<file path="src/rtl/fetch_unit.sv">
// Instruction-fetch front end.
// Issues the current PC to instruction memory and advances the external PC unit on every
// accepted request. Returned instructions are kept with their PC in an in-order queue until
// decode takes them. An EX-stage redirect flushes the queue, marks in-flight responses for
// discard and steers the PC unit to the redirect target.
//
// Ports:
//   clk, reset          clock (rising edge), asynchronous active-low reset
//   PC                  current PC from the PC unit
//   PCWrite             PC unit advances this edge (PC+4, or BranchTarget when BranchTaken)
//   BranchTaken         PC unit loads BranchTarget this edge
//   BranchTarget        redirect target (0 when no redirect)
//   imem_req_*          fetch request (valid/ready), address = PC
//   imem_rsp_*          in-order fetch response, no backpressure
//   redirect_valid/_target  EX-stage redirect pulse and target
//   instr_valid/_data/_pc/_ready  head of the queue towards decode (valid/ready)
module fetch_unit #(
  parameter int unsigned XLEN    = 64,
  parameter int unsigned INSTR_W = 32,
  parameter int unsigned DEPTH   = 4
) (
  input  logic               clk,
  input  logic               reset,
  input  logic [XLEN-1:0]    PC,
  output logic               PCWrite,
  output logic               BranchTaken,
  output logic [XLEN-1:0]    BranchTarget,
  output logic               imem_req_valid,
  output logic [XLEN-1:0]    imem_req_addr,
  input  logic               imem_req_ready,
  input  logic               imem_rsp_valid,
  input  logic [INSTR_W-1:0] imem_rsp_data,
  input  logic               redirect_valid,
  input  logic [XLEN-1:0]    redirect_target,
  output logic               instr_valid,
  output logic [INSTR_W-1:0] instr_data,
  output logic [XLEN-1:0]    instr_pc,
  input  logic               instr_ready
);

  localparam int unsigned PtrW = (DEPTH > 1) ? $clog2(DEPTH) : 1;
  localparam int unsigned CntW = $clog2(DEPTH + 1);

  typedef logic [PtrW-1:0] ptr_t;
  typedef logic [CntW-1:0] cnt_t;
  typedef logic [CntW:0]   sum_t;

  localparam ptr_t PtrOne = ptr_t'(1);
  localparam cnt_t CntOne = cnt_t'(1);
  localparam sum_t SumOne = sum_t'(1);
  localparam sum_t DepthW = sum_t'(DEPTH);

  // Queue storage
  logic [XLEN-1:0]    pc_q     [DEPTH];
  logic [INSTR_W-1:0] data_q   [DEPTH];
  logic [DEPTH-1:0]   filled_q;

  // head: next to decode, fill: next to receive a response, tail: next to allocate
  ptr_t head_q, head_d;
  ptr_t fill_q, fill_d;
  ptr_t tail_q, tail_d;
  cnt_t count_q, count_d;  // allocated entries
  cnt_t pend_q, pend_d;    // allocated entries still waiting for their response
  cnt_t drop_q, drop_d;    // in-flight responses that belong to a squashed path

  logic fire;
  logic pop;
  logic rsp_drop;
  logic rsp_fill;
  sum_t occupancy;
  sum_t drop_sum;

  // Request side / PC unit controls. Everything is forced low while reset is held so the
  // outputs go quiet immediately, not at the next edge.
  always_comb begin
    occupancy      = {1'b0, count_q} + {1'b0, drop_q};
    imem_req_valid = reset && !redirect_valid && (occupancy < DepthW);
    imem_req_addr  = PC;
    fire           = imem_req_valid && imem_req_ready;
    BranchTaken    = reset && redirect_valid;
    BranchTarget   = BranchTaken ? redirect_target : '0;
    PCWrite        = fire || BranchTaken;
  end

  // Decode side
  always_comb begin
    instr_valid = (count_q != '0) && filled_q[head_q];
    instr_data  = data_q[head_q];
    instr_pc    = pc_q[head_q];
    pop         = instr_valid && instr_ready;
  end

  // A response is consumed by the drop counter first; one with nothing outstanding is ignored.
  always_comb begin
    rsp_drop = imem_rsp_valid && (drop_q != '0);
    rsp_fill = imem_rsp_valid && (drop_q == '0) && (pend_q != '0);
  end

  always_comb begin
    head_d   = head_q;
    fill_d   = fill_q;
    tail_d   = tail_q;
    count_d  = count_q;
    pend_d   = pend_q;
    drop_d   = drop_q;
    drop_sum = {1'b0, drop_q} + {1'b0, pend_q};

    if (redirect_valid) begin
      // Every outstanding response is now stale; a same-cycle response is one of them.
      head_d  = '0;
      fill_d  = '0;
      tail_d  = '0;
      count_d = '0;
      pend_d  = '0;
      if (imem_rsp_valid && (drop_sum != '0)) begin
        drop_sum = drop_sum - SumOne;
      end
      drop_d = drop_sum[CntW-1:0];
    end else begin
      if (rsp_drop) begin
        drop_d = drop_q - CntOne;
      end
      if (fire) begin
        tail_d = tail_q + PtrOne;
      end
      if (rsp_fill) begin
        fill_d = fill_q + PtrOne;
      end
      if (pop) begin
        head_d = head_q + PtrOne;
      end
      if (fire && !pop) begin
        count_d = count_q + CntOne;
      end else if (!fire && pop) begin
        count_d = count_q - CntOne;
      end
      if (fire && !rsp_fill) begin
        pend_d = pend_q + CntOne;
      end else if (!fire && rsp_fill) begin
        pend_d = pend_q - CntOne;
      end
    end
  end

  always_ff @(posedge clk or negedge reset) begin
    if (!reset) begin
      head_q  <= '0;
      fill_q  <= '0;
      tail_q  <= '0;
      count_q <= '0;
      pend_q  <= '0;
      drop_q  <= '0;
    end else begin
      head_q  <= head_d;
      fill_q  <= fill_d;
      tail_q  <= tail_d;
      count_q <= count_d;
      pend_q  <= pend_d;
      drop_q  <= drop_d;
    end
  end

  // fire is already suppressed during a redirect; the fill write must be suppressed explicitly.
  always_ff @(posedge clk or negedge reset) begin
    if (!reset) begin
      filled_q <= '0;
      for (int i = 0; i < DEPTH; i++) begin
        pc_q[i]   <= '0;
        data_q[i] <= '0;
      end
    end else begin
      if (fire) begin
        pc_q[tail_q]     <= PC;
        filled_q[tail_q] <= 1'b0;
      end
      if (rsp_fill && !redirect_valid) begin
        data_q[fill_q]   <= imem_rsp_data;
        filled_q[fill_q] <= 1'b1;
      end
    end
  end

endmodule
</file>
<file path="config.mk">
export PLATFORM = sky130hd
export DESIGN_NAME = fetch_unit
export DESIGN_NICKNAME = d
export VERILOG_FILES = /design/src/rtl/fetch_unit.sv
export SDC_FILE = /design/constraint.sdc
export NUM_CORES = 1
export LEC_CHECK = 0
export ABC_AREA = 1
export CORE_AREA = 2 2 168 252
export DETAILED_ROUTE_END_ITERATION = 12
export DIE_AREA = 0 0 170 254
export DONT_BUFFER_PORTS = 1
export GPL_ROUTABILITY_DRIVEN = 1
export GPL_TIMING_DRIVEN = 1
export SYNTH_ARGS = -nofsm -noshare
export SYNTH_HDL_FRONTEND = slang
export SYNTH_SLANG_ARGS = --single-unit
</file>
<file path="constraint.sdc">
create_clock -name clk -period 3.06 [get_ports clk]
set_input_delay 0.306 -clock clk [delete_from_list [all_inputs] [get_ports clk]]
set_output_delay 0.306 -clock clk [all_outputs]
set_load 0.005 [all_outputs]
</file>
# After elaboration in Yosys (flattened, before gate mapping)
# Index checks and enable logic that the tools add are counted.
# word_totals
ff_bits	403
input_bits	166
wordCells	114
output_inout_bits	228
# op_classes
n_addsub	11
n_reduce_logical	35
n_mux	36
bitwise_logic	6
order_cmp	11
# op_table
op	n
$bwmux 256	1
$mux 64	4
$bmux 64 s2	1
$bwmux 128	1
$demux 64 s2	1
$mux 32	3
$bmux 32 s2	1
$demux 32 s2	1
$mux 3	9
$logic_and 1x1->1	19
$reduce_bool 3->1	5
$mux 2	6
$sub 3x1->3 const B	4
$ge 3x3->1 const B	3
$lt 2x3->1 const B	3
$not 2->3	3
$add 3x3->4	2
$mux 4	2
$reduce_bool 2->1	4
$add 2x1->2 const B	3
$add 3x1->3 const B	2
$lt 3x1->1 const B	2
$and 4x4->4	1
$demux 1 s2	2
10 further kinds	16

# Depth between registers and ports, before layout
# Gate-level depths: netlist of the first run.
# logic_depth
ltp_word	9
ltp_mapped	13
mapped_depth_nobuf	13

# Worst setup path after synthesis of the first run
# Ideal clock, no wire load.
# synth_path
path_kind	reg-to-reg
from	register count_q[2]
to	register count_q[1]
stages_incl_launch_ff	13
setup_slack_ps	918
synth_period_minus_slack_ps	2142
setup_ps	77
path_buffers	0
arrival_time_ps	2066
required_ps	2983
path_cell_list	dfrtp_1 ha_1 nor2_1 nand2_1 nor2_8 nand2_8 inv_2 nand2_1 inv_1 fa_1 nor2_1 nand2_1 o21ai_1
# synth_between
elab_chain_cells	7
word_cells_on_any_way	14
classes_between	add/sub (1); order compare (1); mux (2); reduce/logical (10)
# synth_rtl
element	line	rtl
start, declared	62	cnt_t count_q, count_d;
start signal, assigned	157	count_q <= count_d;
$add 3x3->4 (*)	76	occupancy = {1'b0, count_q} + {1'b0, drop_q};
$lt 4x3->1 (*)	77	imem_req_valid = reset && !redirect_valid && (occupancy < DepthW);
$logic_and 1x1->1 (*)	77	
via imem_req_valid	28	output logic imem_req_valid,
$logic_and 1x1->1 (*)	79	fire = imem_req_valid && imem_req_ready;
$logic_and 1x1->1 / $logic_not 1->1 (equally long branches)	132, 134	
$mux 3 / $logic_and 1x1->1 (equally long branches)	132, 134	
$mux 3 / $reduce_bool 3->1 (equally long branches)	-	
# The timed path passes the listed nets; every way through them passes the cells marked *.
# A chain may end at the register's enable or synchronous reset.

# Worst setup path after layout of the first run
# layout_path
from	input port reset
to	output port PCWrite
# layout_between
elab_chain_cells	4
word_cells_on_any_way	5
classes_between	reduce/logical (5)
# layout_rtl
element	line	rtl
start, declared	23	input logic reset,
$logic_and 1x1->1 (2 in a row)	77	
$logic_and 1x1->1	79	
$logic_or 1x1->1 (*)	82	PCWrite = fire || BranchTaken;
end, declared	25	output logic PCWrite,
# Mark *: on every way between the ends. The rest lies on a longest branch, timed or not.

==> flow_summary.yaml, run 1 <==
logic_synthesis:
  synth_top_area_share_pct: 49.99
  synth.distinct_cells: 31
  asyncSetResetFlopFracSynth_pct: 100.0
  synth-seq-area-share_pct: 49.99
  synthesis.nets: 2094
  synthesis.area_per_instance_um2: 10.57
  yosys_warnings: 0
  synth_enable_flop_cells: 0
  synth_seq_cells: 403
  post_synth_inst_count: 1909
  postSynth.topFlopCell: "dfrtp_1"
  synth_top_cells_by_count: "dfrtp_1, o21ai_0, nor2_1"
  synthDominantAreaCellType: "dfrtp_1"
  post_synth_main_area_contributors: "dfrtp_1, mux2_4, o21ai_0, nor2_1, mux2_2"
  mappedNetlistArea_mm2: 0.02017
  post-synth-top-count-cell: "dfrtp_1"
pwr:
  vdd.ir_drop.worst_v: 0.0004972
  power_density_mw_per_mm2: 720.5
  overall_power_consumption_w: 0.01591
  leakagePower_nw: 10.74
drt:
  drt_pass1_iterations: 8
  detailedRoute.firstIterationViolations: 742
  drt-vias-per-instance: 5.486
  drtAntennaViolNets: 0
  wire_per_inst_um: 19.30
  vias: 13320
  drt_drc_violations_left: 0
  routed_wl_um: 46850
sta:
  grt_setup_unrepaired: "false"
  slew_at_the_pin_closest_to_its_max_slew_limit_ps: 1344
  finalHoldViolCount: 403
  finClkSkew_ps: 13.70
  post-route-min-period_ps: 2881
  whs_ps: -523.7
  max_clock_freq_mhz: 347.1
  setup_total_negative_slack_ps: 0
  timing.final.max_slew_violations: 0
  finalCritPeriodShare_pct: 94.16
  finalSetupViolCount: 0
  slew-limit-headroom_pct: 10.37
global_route:
  grt_max_degree: 406
  vias_in_the_first_global_route: 13600
  global_route_wire_length_before_repair_um: 74550
  grt.total_usage_pct: 21.62
  antenna_violations_before_repair: 1
  grt_remaining_overflow: 0
final_layout:
  postLayoutCellArea_mm2: 0.02208
  final_layout_size_suffix_gt1_share_pct: 19.31
  finalNetCount: 2070
  synthToLayoutAreaGrowth_pct: 9.470
  post_layout_nonfiller_instances: 2428
  layout_filler_cell_count: 3583
worst_setup_path:
  critical-path-top-delay-family: "simple AND/OR/NAND/NOR gates"
  worstPathMaxFanout: 405
  critical_path_start_end_classification: "in2out"
  worst_setup_path_end_kind: "output pin"
  critical_path.cell_chain: "nand2_2, nand2_1"
  timing.critical_path.buf_inv: 0
  timing.critical_path.slowest_cell_delay_ps: 1340
  critical_path_start_type: "input port"
  critical-path-slowest-cell: "nand2_2"
  worst-endpoint-arrival_ps: 2580
  cp.required_ps: 2750
run_status:
  run_status: "finished, violations left"
  violations: "hold timing"
die:
  floorplan.initialDensity_pct: 49.22
  floorplan.rows: 91
  num_io_pins: 394
  design.core.area_mm2: 0.04099
  dieHeight_um: 254
  die_area_mm2: 0.04318
  floorplan.die.width_um: 170
clock_network:
  holdBufCountCts: 97
  cts.htree.levels: 2
  clk-insertion-delay-late_ps: 540
  clk_transition_reported_paths_ps: 60
  clock_sinks: 403
  clock-root-buffer: "clkbuf_16"
  ctsResizeCount: 0
  tritoncts.num_buffers: 42
  clock_path_buffers: 3
  tritoncts: "yes"
flow_run:
  cap_violations: 0
placed_design:
  routabilityCongestion: 0.7928
  place.detailed.hpwl_um: 27280
  detailed_place.area_mm2: 0.01974
  dpl.cell_count: 2255
  io_buffer_count: 0
worst_hold_path:
  hold_path_class: "in2async"
==> area by class of cell <==
cell class	count	area [µm²]	share of cell area (%)
flip-flops and latches	403	10090	45.70
multi-input cells	1183	8174	37.01
repair buffers	123	1304	5.903
clock buffers	54	1147	5.195
well taps	511	639.4	2.895
inverters	132	504.2	2.283
clock inverters	21	221.5	1.003
diodes	1	2.502	0.01133
==> where the power goes <==
group | leakage [nW] | internal, W | switching (W)
Sequential | 5.39 | 0.00637 | 0.000569
Combinational | 4.67 | 0.00193 | 0.00194
Clock | 0.677 | 0.00300 | 0.00210
==> placed cells by master (no fill, tap or decap), drive strengths merged, types with 2 or more instances in the layout <==
cell	Yosys	routed
ha	16	16
dfrtp	403	403
fa	3	3
nand4	3	3
xor2	6	6
a21oi	3	3
inv	132	132
mux2	256	256
o21ai	335	335
clkinv	0	15
buf	123	26
bufinv	0	4
nand3	18	18
dlygate4sd3	0	97
o22ai	97	97
nand2	170	170
xnor2	2	2
clkinvlp	0	2
clkbuf	68	54
nor2	270	270
==> sequential cells by signal, indices dropped and copies added, names as in the netlist <==
register,flops
filled_q,4
fill_q,2
pc_q,256
count_q,3
data_q,128
pend_q,3
tail_q,2
drop_q,3
head_q,2
==> repair_timing <==
item	in CTS	in global routing
endpoints found under the setup margin	0	0
hold endpoints to repair	792	403
buffers inserted	0	0
==> metal layers <==
layer,GRT usage (%),vias up,part of all wire [%]
li1,-,6260,-
met1,27.52,6637,43
met2,38.18,366,50
met3,3.940,58,5.3
met4,5.055,0,1.6
met5,0,-,0
==> cells by family after synthesis <==
family / synth area share, %
buf+inv: 9.557
simple gates: 9.346
mux: 17.94
flops: 49.99
xor+xnor: 0.3473
fa+ha+maj: 1.290
compound gates: 11.54
==> stage by stage <==
stage | worst slack [ps] | util [%] | hold slack (ps)
3_3_place_gp | 679.7 | 48.17 | 23.42
3_5_place_dp | 633.2 | 48.17 | 21.24
4_1_cts | 287.3 | 53.87 | -556.0
6_report | 178.7 | 53.88 | -523.7
2_1_floorplan | 917.8 | - | 10.41
5_1_grt | 193.4 | 53.88 | -557.7
==> worst paths after layout <==
kind,start,to,slack [ps],depth (start not counted)
max,reset,PCWrite,180,2
min,reset,data_q[5],-520,0
max reg2reg,head_q[1],count_q[1],660,10
min reg2reg,data_q[85],data_q[85],480,2
max in group asynchronous,reset,data_q[94],2500,0
min in group clk,imem_rsp_valid,drop_q[2],70,4
Note: power is estimated with default switching activity, not from simulation.
==> run 2: changes to the inputs <==
CTS_CLUSTER_SIZE = 14   (was default)
==> run 2 against run 1 <==
- the flow still finishes with violations (hold timing)
- core utilization is 0.085 points lower
- sequential power hardly changed
- flip-flop and latch count is the same
- worst setup slack better by 180 ps
- die area unchanged
- total power decreased by 0.83%
- final area shrank 0.16%
- combinational power barely moved
- fmax increased by 6.9%
- clock skew up 7.2 ps
- first-iteration DRC count up 16%
- count of clock-buffer cells in the layout rose by 12
- largest cell class unchanged
- largest power group unchanged
==> flow_summary.yaml, run 2 (synthesis gave the netlist of run 1 again) <==
sta:
  timing.final.max_slew_violations: 0
  whs_ps: -536.7
  setup_total_negative_slack_ps: 0
  post-route-min-period_ps: 2697
  max_clock_freq_mhz: 370.8
  finalHoldViolCount: 403
  slew-limit-headroom_pct: 29.28
  finClkSkew_ps: 20.87
  finalCritPeriodShare_pct: 88.12
  slew_at_the_pin_closest_to_its_max_slew_limit_ps: 1057
  grt_setup_unrepaired: "false"
  finalSetupViolCount: 0
  final.setup.worst_slack_ps: 363.4
final_layout:
  top_regs: "pc_q: 256 flops, data_q: 128 flops, filled_q: 4 flops"
  antennaDiodeCount: 0
  flip_flop_count_of_the_largest_register_all_copies_and_words_added: 256
  post_layout_nonfiller_instances: 2427
  mostFrequentLayoutCells: "dfrtp_1, o21ai_0, nor2_1, mux2_4, nand2_1"
  layout_filler_cell_count: 3575
  synthToLayoutAreaGrowth_pct: 9.297
  regMostFlops: "pc_q"
  layout_commonest_cell: "dfrtp_1"
  postLayoutCellArea_mm2: 0.02205
  finalNetCount: 2071
  finish.utilization_pct: 53.79
  final_layout_size_suffix_gt1_share_pct: 19.00
drt:
  drt_drc_violations_left: 0
  vias: 13410
  detailedRoute.firstIterationViolations: 860
  drt-vias-per-instance: 5.523
  drtAntennaViolNets: 0
  drt_pass1_iterations: 5
  wire_per_inst_um: 19.42
  routed_wl_um: 47140
clock_network:
  cts_setup_buffers: 0
  tritoncts.num_buffers: 43
  clk_transition_reported_paths_ps: 60
  tritoncts: "yes"
  ctsResizeCount: 0
  clock_sinks: 403
  clock-root-buffer: "clkbuf_16"
  clock_path_buffers: 3
  cts.htree.levels: 2
  holdBufCountCts: 97
  clk-insertion-delay-late_ps: 550
run_status:
  violations: "hold timing"
  run_status: "finished, violations left"
pwr:
  vdd.ir_drop.worst_v: 0.0004787
  leakagePower_nw: 10.72
  power_density_mw_per_mm2: 715.7
global_route:
  vias_in_the_first_global_route: 13690
  grt_remaining_overflow: 0
  global_route_wire_length_before_repair_um: 74990
  antenna_violations_before_repair: 0
  grt_max_degree: 406
  grt.total_usage_pct: 21.73
placed_design:
  io_buffer_count: 0
  detailed_place.area_mm2: 0.01974
  post-place-ws_ps: 633.2
  place.detailed.hpwl_um: 27280
  routabilityCongestion: 0.7928
  dpl.cell_count: 2255
die:
  dieHeight_um: 254
  design.core.area_mm2: 0.04099
  floorplan.rows: 91
  num_io_pins: 394
  floorplan.die.width_um: 170
  die_area_mm2: 0.04318
  floorplan.initialDensity_pct: 49.22
worst_setup_path:
  worst_setup_path_end_kind: "output pin"
  critical_path_start_type: "flop"
  worstPathMaxFanout: 54
  worst-endpoint-arrival_ps: 2390
  critical_path_start_end_classification: "reg2out"
  cp.required_ps: 2750
flow_run:
  cap_violations: 0
worst_hold_path:
  hold_path_class: "in2async"
run 2: cell types whose count changed in the layout (fill, tap and decap cells not counted):
cell        delta
clkinv_2       -8
clkbuf_1       +6
clkbuf_8       +5
bufinv_16      -4
clkbuf_16      +1
clkinv_4       -1
clkinv_8       +1
clkinvlp_4     -1
diode_2        -1
inv_8          +1
run 2: worst max-delay path, stage by stage (launching register included):
cell and delay [ps]:
dfrtp_4 530, inv_6 280, buf_4 560, o21ai_0 150, o22ai_1 320
run 2: cell type report:
class                      count  area [µm²]  share of cell area (%)
multi-input combinational   1183        8174                   37.07
clock buffer                  66        1264                   5.731
tap                          511       639.4                   2.900
timing repair buffer         123        1304                   5.913
sequential                   403       10090                   45.77
inverter                     132       504.2                   2.287
clock inverter                 9       72.57                  0.3291
run 2: path summary, 6_finish.rpt:
kind / start / to / slack, ps / cells after the start
worst max-delay path: head_q[0] / instr_data[1] / 360 / 4
worst min-delay path: reset / data_q[5] / -540 / 0
worst max register to register: head_q[1] / count_q[1] / 660 / 10
worst min register to register: data_q[40] / data_q[40] / 480 / 2
max in group asynchronous: reset / pc_q[26] / 2940 / 0
min in group clk: imem_rsp_valid / drop_q[2] / 70 / 4
run 2: through the flow:
stage / total power, W / hold WS, ps
after floorplan: 0.009961 / 10.41
after global placement: 0.01067 / 23.42
after detailed placement: 0.01078 / 21.24
after CTS: 0.01599 / -570.2
after global routing: 0.01669 / -571.8
final: 0.01578 / -536.7
run 2: power by group:
group | internal (W) | switching (W)
sequential | 0.00637 | 0.000566
combinational | 0.00193 | 0.00195
clock | 0.00285 | 0.00212
total | 0.0112 | 0.00463
run 2: routing by layer:
| metal | vias up | GRT usage [%] | share of wire (%) |
|---|---|---|---|
| met5 | - | 0 | 0 |
| li1 | 6267 | - | - |
| met3 | 61 | 3.878 | 5.5 |
| met2 | 395 | 38.13 | 50 |
| met4 | 0 | 5.397 | 1.8 |
| met1 | 6682 | 27.78 | 43 |
==> run 3: changes to the inputs <==
SETUP_SLACK_MARGIN = 0.15   (was default)
SLEW_MARGIN = 0   (was default)
==> results of run 3 <==
Same layout as run 2: the final DEF is identical, and so are final timing and power.
